--- src/rtl/ccff_loader.sv ---
// Configuration-chain loader: serializes handshaked words onto ccff_head, gates the chain
// shift enable so a load moves exactly CHAIN_LEN positions, and returns the bits leaving ccff_tail.
module ccff_loader #(
  parameter int unsigned CHAIN_LEN = 28,
  parameter int unsigned WORD_W    = 8
) (
  input  logic              i_prog_clk,
  input  logic              i_pReset,
  input  logic              i_start,
  input  logic [WORD_W-1:0] i_cfg_word,
  input  logic              i_cfg_valid,
  output logic              o_cfg_ready,
  output logic              o_ccff_head,
  input  logic              i_ccff_tail,
  output logic              o_cfg_clk_en,
  output logic [WORD_W-1:0] o_rb_word,
  output logic              o_rb_valid,
  output logic              o_busy,
  output logic              o_done
);

  localparam int unsigned NW        = (CHAIN_LEN + WORD_W - 1) / WORD_W;
  localparam int unsigned LAST_BITS = CHAIN_LEN - (NW - 1) * WORD_W;
  localparam int unsigned CW        = $clog2(CHAIN_LEN + 1);
  localparam int unsigned NWW       = $clog2(NW + 1);
  localparam int unsigned IW        = (WORD_W > 1) ? $clog2(WORD_W) : 1;

  localparam logic [CW-1:0]  LC_CHAIN_LAST = CW'(CHAIN_LEN - 1);
  localparam logic [NWW-1:0] LC_NW         = NWW'(NW);
  localparam logic [NWW-1:0] LC_NW_LAST    = NWW'(NW - 1);
  localparam logic [IW-1:0]  LC_WORD_LAST  = IW'(WORD_W - 1);
  localparam logic [IW-1:0]  LC_PART_LAST  = IW'(LAST_BITS - 1);

  typedef enum logic [1:0] {StIdle, StShift, StFinish} state_e;

  state_e             r_state, w_state_d;
  logic [WORD_W-1:0]  r_buf, w_buf_d;
  logic [IW-1:0]      r_idx, w_idx_d;
  logic [IW-1:0]      r_last, w_last_d;
  logic               r_live, w_live_d;
  logic [NWW-1:0]     r_words, w_words_d;
  logic [CW-1:0]      r_cnt, w_cnt_d;
  logic [WORD_W-1:0]  r_rb_sr, w_rb_sr_d;
  logic [IW-1:0]      r_rb_cnt, w_rb_cnt_d;

  logic               r_cfg_ready, w_cfg_ready_d;
  logic               r_ccff_head, w_ccff_head_d;
  logic               r_cfg_clk_en, w_cfg_clk_en_d;
  logic [WORD_W-1:0]  r_rb_word, w_rb_word_d;
  logic               r_rb_valid, w_rb_valid_d;
  logic               r_busy, w_busy_d;
  logic               r_done, w_done_d;

  logic               w_accept;
  logic               w_shift;
  logic               w_chain_end;

  always_comb begin
    w_accept    = r_cfg_ready & i_cfg_valid;
    w_shift     = r_cfg_clk_en;
    w_chain_end = w_shift & (r_cnt == LC_CHAIN_LAST);

    w_state_d    = r_state;
    w_buf_d      = r_buf;
    w_idx_d      = r_idx;
    w_last_d     = r_last;
    w_live_d     = r_live;
    w_words_d    = r_words;
    w_cnt_d      = r_cnt;
    w_rb_sr_d    = r_rb_sr;
    w_rb_cnt_d   = r_rb_cnt;
    w_rb_word_d  = r_rb_word;
    w_rb_valid_d = 1'b0;

    unique case (r_state)
      StIdle: begin
        if (i_start) begin
          w_state_d  = StShift;
          w_live_d   = 1'b0;
          w_idx_d    = '0;
          w_words_d  = '0;
          w_cnt_d    = '0;
          w_rb_sr_d  = '0;
          w_rb_cnt_d = '0;
        end
      end
      StShift: begin
        if (w_shift) begin
          w_cnt_d              = r_cnt + 1'b1;
          w_rb_sr_d[r_rb_cnt]  = i_ccff_tail;
          // The final sample of a load flushes whatever is collected, zero-padded above.
          if (r_rb_cnt == LC_WORD_LAST || w_chain_end) begin
            w_rb_word_d  = w_rb_sr_d;
            w_rb_valid_d = 1'b1;
            w_rb_sr_d    = '0;
            w_rb_cnt_d   = '0;
          end else begin
            w_rb_cnt_d = r_rb_cnt + 1'b1;
          end
        end
        if (w_chain_end) begin
          w_state_d = StFinish;
        end
        if (w_accept) begin
          w_buf_d   = i_cfg_word;
          w_idx_d   = '0;
          w_live_d  = 1'b1;
          w_last_d  = (r_words == LC_NW_LAST) ? LC_PART_LAST : LC_WORD_LAST;
          w_words_d = r_words + 1'b1;
        end else if (w_shift && (r_idx == r_last)) begin
          w_live_d = 1'b0;
        end else if (w_shift) begin
          w_idx_d = r_idx + 1'b1;
        end
      end
      StFinish: w_state_d = StIdle;
      default:  w_state_d = StIdle;
    endcase

    // Outputs are precomputed from next state so every port comes straight from a flop.
    w_cfg_clk_en_d = (w_state_d == StShift) & w_live_d;
    w_ccff_head_d  = w_cfg_clk_en_d & w_buf_d[w_idx_d];
    w_cfg_ready_d  = (w_state_d == StShift) & (w_words_d != LC_NW) &
                     (~w_live_d | (w_idx_d == w_last_d));
    w_busy_d       = (w_state_d == StShift);
    w_done_d       = (w_state_d == StFinish);
  end

  always_ff @(posedge i_prog_clk or posedge i_pReset) begin
    if (i_pReset) begin
      r_state      <= StIdle;
      r_buf        <= '0;
      r_idx        <= '0;
      r_last       <= '0;
      r_live       <= 1'b0;
      r_words      <= '0;
      r_cnt        <= '0;
      r_rb_sr      <= '0;
      r_rb_cnt     <= '0;
      r_cfg_ready  <= 1'b0;
      r_ccff_head  <= 1'b0;
      r_cfg_clk_en <= 1'b0;
      r_rb_word    <= '0;
      r_rb_valid   <= 1'b0;
      r_busy       <= 1'b0;
      r_done       <= 1'b0;
    end else begin
      r_state      <= w_state_d;
      r_buf        <= w_buf_d;
      r_idx        <= w_idx_d;
      r_last       <= w_last_d;
      r_live       <= w_live_d;
      r_words      <= w_words_d;
      r_cnt        <= w_cnt_d;
      r_rb_sr      <= w_rb_sr_d;
      r_rb_cnt     <= w_rb_cnt_d;
      r_cfg_ready  <= w_cfg_ready_d;
      r_ccff_head  <= w_ccff_head_d;
      r_cfg_clk_en <= w_cfg_clk_en_d;
      r_rb_word    <= w_rb_word_d;
      r_rb_valid   <= w_rb_valid_d;
      r_busy       <= w_busy_d;
      r_done       <= w_done_d;
    end
  end

  assign o_cfg_ready  = r_cfg_ready;
  assign o_ccff_head  = r_ccff_head;
  assign o_cfg_clk_en = r_cfg_clk_en;
  assign o_rb_word    = r_rb_word;
  assign o_rb_valid   = r_rb_valid;
  assign o_busy       = r_busy;
  assign o_done       = r_done;

endmodule

--- config.mk ---
export PLATFORM = sky130hd
export DESIGN_NAME = ccff_loader
export DESIGN_NICKNAME = d
export VERILOG_FILES = /design/src/rtl/ccff_loader.sv
export SDC_FILE = /design/constraint.sdc
export NUM_CORES = 1
export LEC_CHECK = 0
export CORE_MARGIN = 4
export CORE_UTILIZATION = 50
export CTS_BUF_LIST = sky130_fd_sc_hd__clkbuf_16
export CTS_CLUSTER_DIAMETER = 150
export CTS_CLUSTER_SIZE = 10
export DETAILED_ROUTE_END_ITERATION = 7
export PLACE_DENSITY = 0.7
export REMOVE_ABC_BUFFERS = 1
export SLEW_MARGIN = 10
export SYNTH_ARGS = -nofsm -noshare
export SYNTH_HDL_FRONTEND = slang
export SYNTH_SLANG_ARGS = --single-unit
--- constraint.sdc ---
create_clock -name i_prog_clk -period 2.5 [get_ports i_prog_clk]
set_clock_uncertainty 0.1 [all_clocks]
set_input_delay 0.375 -clock i_prog_clk [delete_from_list [all_inputs] [get_ports i_prog_clk]]
set_output_delay 0.375 -clock i_prog_clk [all_outputs]
set_load 0.05 [all_outputs]
==> flow_summary.json <==
{
  "worst_setup_path_start_kind": "register",
  "drt_wl_total_um": 4580,
  "die_w_um": 78.0,
  "crit_path_end_kind": "register",
  "post-dp-hpwl_um": 3390,
  "die-area_um2": 6080,
  "num_vias": 1748,
  "arrival_ns": 2.26,
  "hp-class": "in2async",
  "ff2ff_setup_slack_ns": 0.27,
  "grtUsageMet2": 0.294,
  "core_area_um2": 4720,
  "routedWlPerCell_um": 13.8,
  "ctsHoldBuffers": 0,
  "htree_levels": 2,
  "setup_tns_ns": 0,
  "root_buffer": "clkbuf_16",
  "numCtsBuffers": 5,
  "drc": 0,
  "synth.distinct_cells": 47,
  "comb_power_share": 0.499,
  "layout_min_cycle_time_ns": 2.23,
  "busiest_layer": "met2",
  "slew_headroom": 0.381,
  "die_h_um": 78.0,
  "cts_resized": 0,
  "io_buffers": 26,
  "antenna_found_initial": 0,
  "num_rows": 25,
  "setup_viol": 0,
  "switching_share": 0.425,
  "r2r-end": "o_rb_word[7]",
  "path_depth": 6,
  "ys_warn_count": 0,
  "grt_use_met1": 0.218,
  "drv_cap": 0,
  "cp_max_fo": 17,
  "p_clk_frac": 0.156,
  "cpMaxStageDelayCell": "dfrtp_1",
  "drt_pass1_iterations": 5,
  "rsz0062_at_grt": "false",
  "clock.fmax_mhz": 448,
  "cpPeakStageDelay_ns": 0.51,
  "gp_congestion": 0.898,
  "seqPwrFrac": 0.345,
  "synth_area_um2": 2450,
  "seq_area_um2": 1250,
  "grt_pass1_wl_um": 8410,
  "finalInstanceArea_um2": 2950,
  "grt_pass1_vias": 1843,
  "reg2reg_from": "r_state[0]",
  "path_clk_slew_ns": 0.06,
  "final_max_slew_viol_count": 0,
  "vias_per_cell": 5.27,
  "layout.nets": 284,
  "layout-drive-gt1-share": 0.117,
  "synth_area_leaders": "dfrtp_1 (51%), nand2_1 (6.9%), o21ai_0 (4.7%), mux2i_1 (3.3%), ha_1 (3.1%)",
  "synth_edf_count": 0,
  "cpLargestDelayFamily": "simple AND/OR/NAND/NOR gates",
  "synth-seq-cells": 50,
  "cts_sinks": 50,
  "grt.total_usage": 0.172,
  "clock_path_buffers": 2,
  "postCtsSetupBuffers": 0,
  "p_int_mw": 2.37,
  "timing.critical_path.from": "r_state[0]",
  "cp.required_ns": 2.53,
  "path_class": "reg2reg",
  "synthCells": 235,
  "endpoint": "o_rb_word[7]",
  "initial_utilization": 0.518,
  "antenna_cells": 0,
  "grt-ovfl-total": 0,
  "syn_area_per_cell_um2": 10.4,
  "antenna_left": 0,
  "initialDrtViolationCount": 82,
  "worst_slew_pin_slew_ns": 0.923,
  "yosys.area.top_type": "dfrtp_1",
  "clock_latency_ns": 0.28,
  "fillers": 400,
  "min_period_over_period": 0.894,
  "ys_seq_area_frac": 0.511,
  "multi_input_comb_area_um2": 1120,
  "p_sw_mw": 1.75,
  "ys.flop_type": "dfrtp_1",
  "p_leak_nw": 1.33,
  "io_pins": 27,
  "syn_to_final_growth_pct": 20.3,
  "reg2reg_depth": 6,
  "peakVddDrop_mv": 0.708,
  "cts_tree": "done",
  "use_met3": 0.0360,
  "hold_viol": 0,
  "grt_max_degree": 33,
  "p_per_area_nw_per_um2": 1400,
  "path_cells": "nand2b_1 > buf_4 > nor2_1 > o21ai_1 > nand2_1 > o21ai_0",
  "yosysTopAreaCellShare": 0.511,
  "ys_async_sr_fraction": 1.00,
  "outcome": "complete, no violations",
  "placed_cell_area_um2": 2810,
  "worst-path-buf-inv": 1
}
cells in the final DEF (no fill, tap or decap), types with 2 or more instances in the layout:
cell type        netlist  routed
and2_1                 3       3
nand3_1                5       5
ha_1                   6       6
nor3_1                 6       6
o2111ai_1              4       4
inv_1                  8       7
dfrtp_1               50      50
xnor2_1                2       2
and3b_1                2       2
clkbuf_16              0       5
a21oi_1                5       5
mux2i_1                8       8
clkdlybuf4s50_1        0      26
xnor2_2                3       3
mux2_2                 4       4
mux2i_4                2       2
nor2_1                12      12
nand2_1               45      45
a21o_1                 5       5
nand2b_1               3       3
xor2_1                 3       3
buf_4                  0       5
nand4_1                5       5
o21ai_0               23      23
final cells by class:
cell class | count | share of cell area
Multi-Input combinational cell | 167 | 0.380
Sequential cell | 50 | 0.425
Timing Repair Buffer | 32 | 0.108
Clock inverter | 2 | 0.00467
Tap cell | 67 | 0.0285
Inverter | 9 | 0.0115
Clock buffer | 5 | 0.0425
logic make-up (layout without fill, tap and decap cells):
family                     Yosys count  in the layout  synth area share
DFF                                 50             50             0.511
buffers and inverters               18             48            0.0312
adders and majority gates            6              6            0.0307
and+or+nand+nor                     89             89             0.176
xor gates and xnor gates             8              8            0.0378
AOI/OAI and AO/OA                   50             50             0.144
muxes                               14             14            0.0695
worst register-to-register path: cells and delay by family, from the launching register on:
family | cells | cell delay, ns
AOI/OAI and AO/OA | 2 | 0.54
and+or+nand+nor | 3 | 0.74
buffers and inverters | 1 | 0.19
DFF | 1 | 0.51
flip-flops by register name (all words and copies together), names as in the netlist:
signal	flops
r_buf	8
r_live	1
r_words	3
r_cnt	5
o_busy	1
r_state	2
o_rb_word	8
r_rb_cnt	3
r_rb_sr	8
r_last	3
o_ccff_head	1
o_cfg_ready	1
o_rb_valid	1
o_done	1
o_cfg_clk_en	1
r_idx	3
cell usage after synthesis (2+ instances only):
library cell and instances:
xnor2_2 3, nor3_1 6, mux2_2 4, nand2b_1 3
nand3_1 5, inv_1 8, o21ai_0 23, ha_1 6
dfrtp_1 50, nand2_1 45, nand4_1 5, xnor2_1 2
mux2i_4 2, a21oi_1 5, mux2i_1 8, xor2_1 3
clkbuf_1 6, and3b_1 2, o2111ai_1 4, and2_1 3
a21o_1 5, nor2_1 12
power groups by stage:
stage,registers (mW),logic (mW),clock network [mW]
after floorplan,1.68,1.24,0
after global placement,1.43,2.03,0
after detailed placement,1.44,2.06,0
after CTS,1.43,2.08,0.664
after global routing,1.47,2.28,0.702
final,1.42,2.06,0.642
how the worst min path moves through the flow:
stage	to	slack [ns]	cells after the start
floorplan	r_buf[0]	0.34	2
detailed placement	o_rb_word[2]	0.37	2
CTS	r_buf[3]	0.31	2
finish	r_buf[3]	0.30	2
global placement	o_rb_word[2]	0.36	2
global route	r_buf[3]	0.33	2
stage by stage:
stage	instances	power (mW)	utilization	setup WS (ns)	hold slack (ns)
4_1_cts	332	4.17	0.624	0.231	0.310
2_1_floorplan	226	2.93	-	0.336	0.342
5_1_grt	332	4.46	0.624	0.0175	0.327
3_3_place_gp	325	3.47	0.594	0.202	0.359
3_5_place_dp	325	3.51	0.594	0.128	0.370
6_report	332	4.12	0.624	0.266	0.297
per-layer routing:
layer	up-vias	wire (um)
met5	-	0
met4	0	68
li1	876	-
met1	832	2040
met3	8	196
met2	32	2270
(Power assumes the default switching activity.)
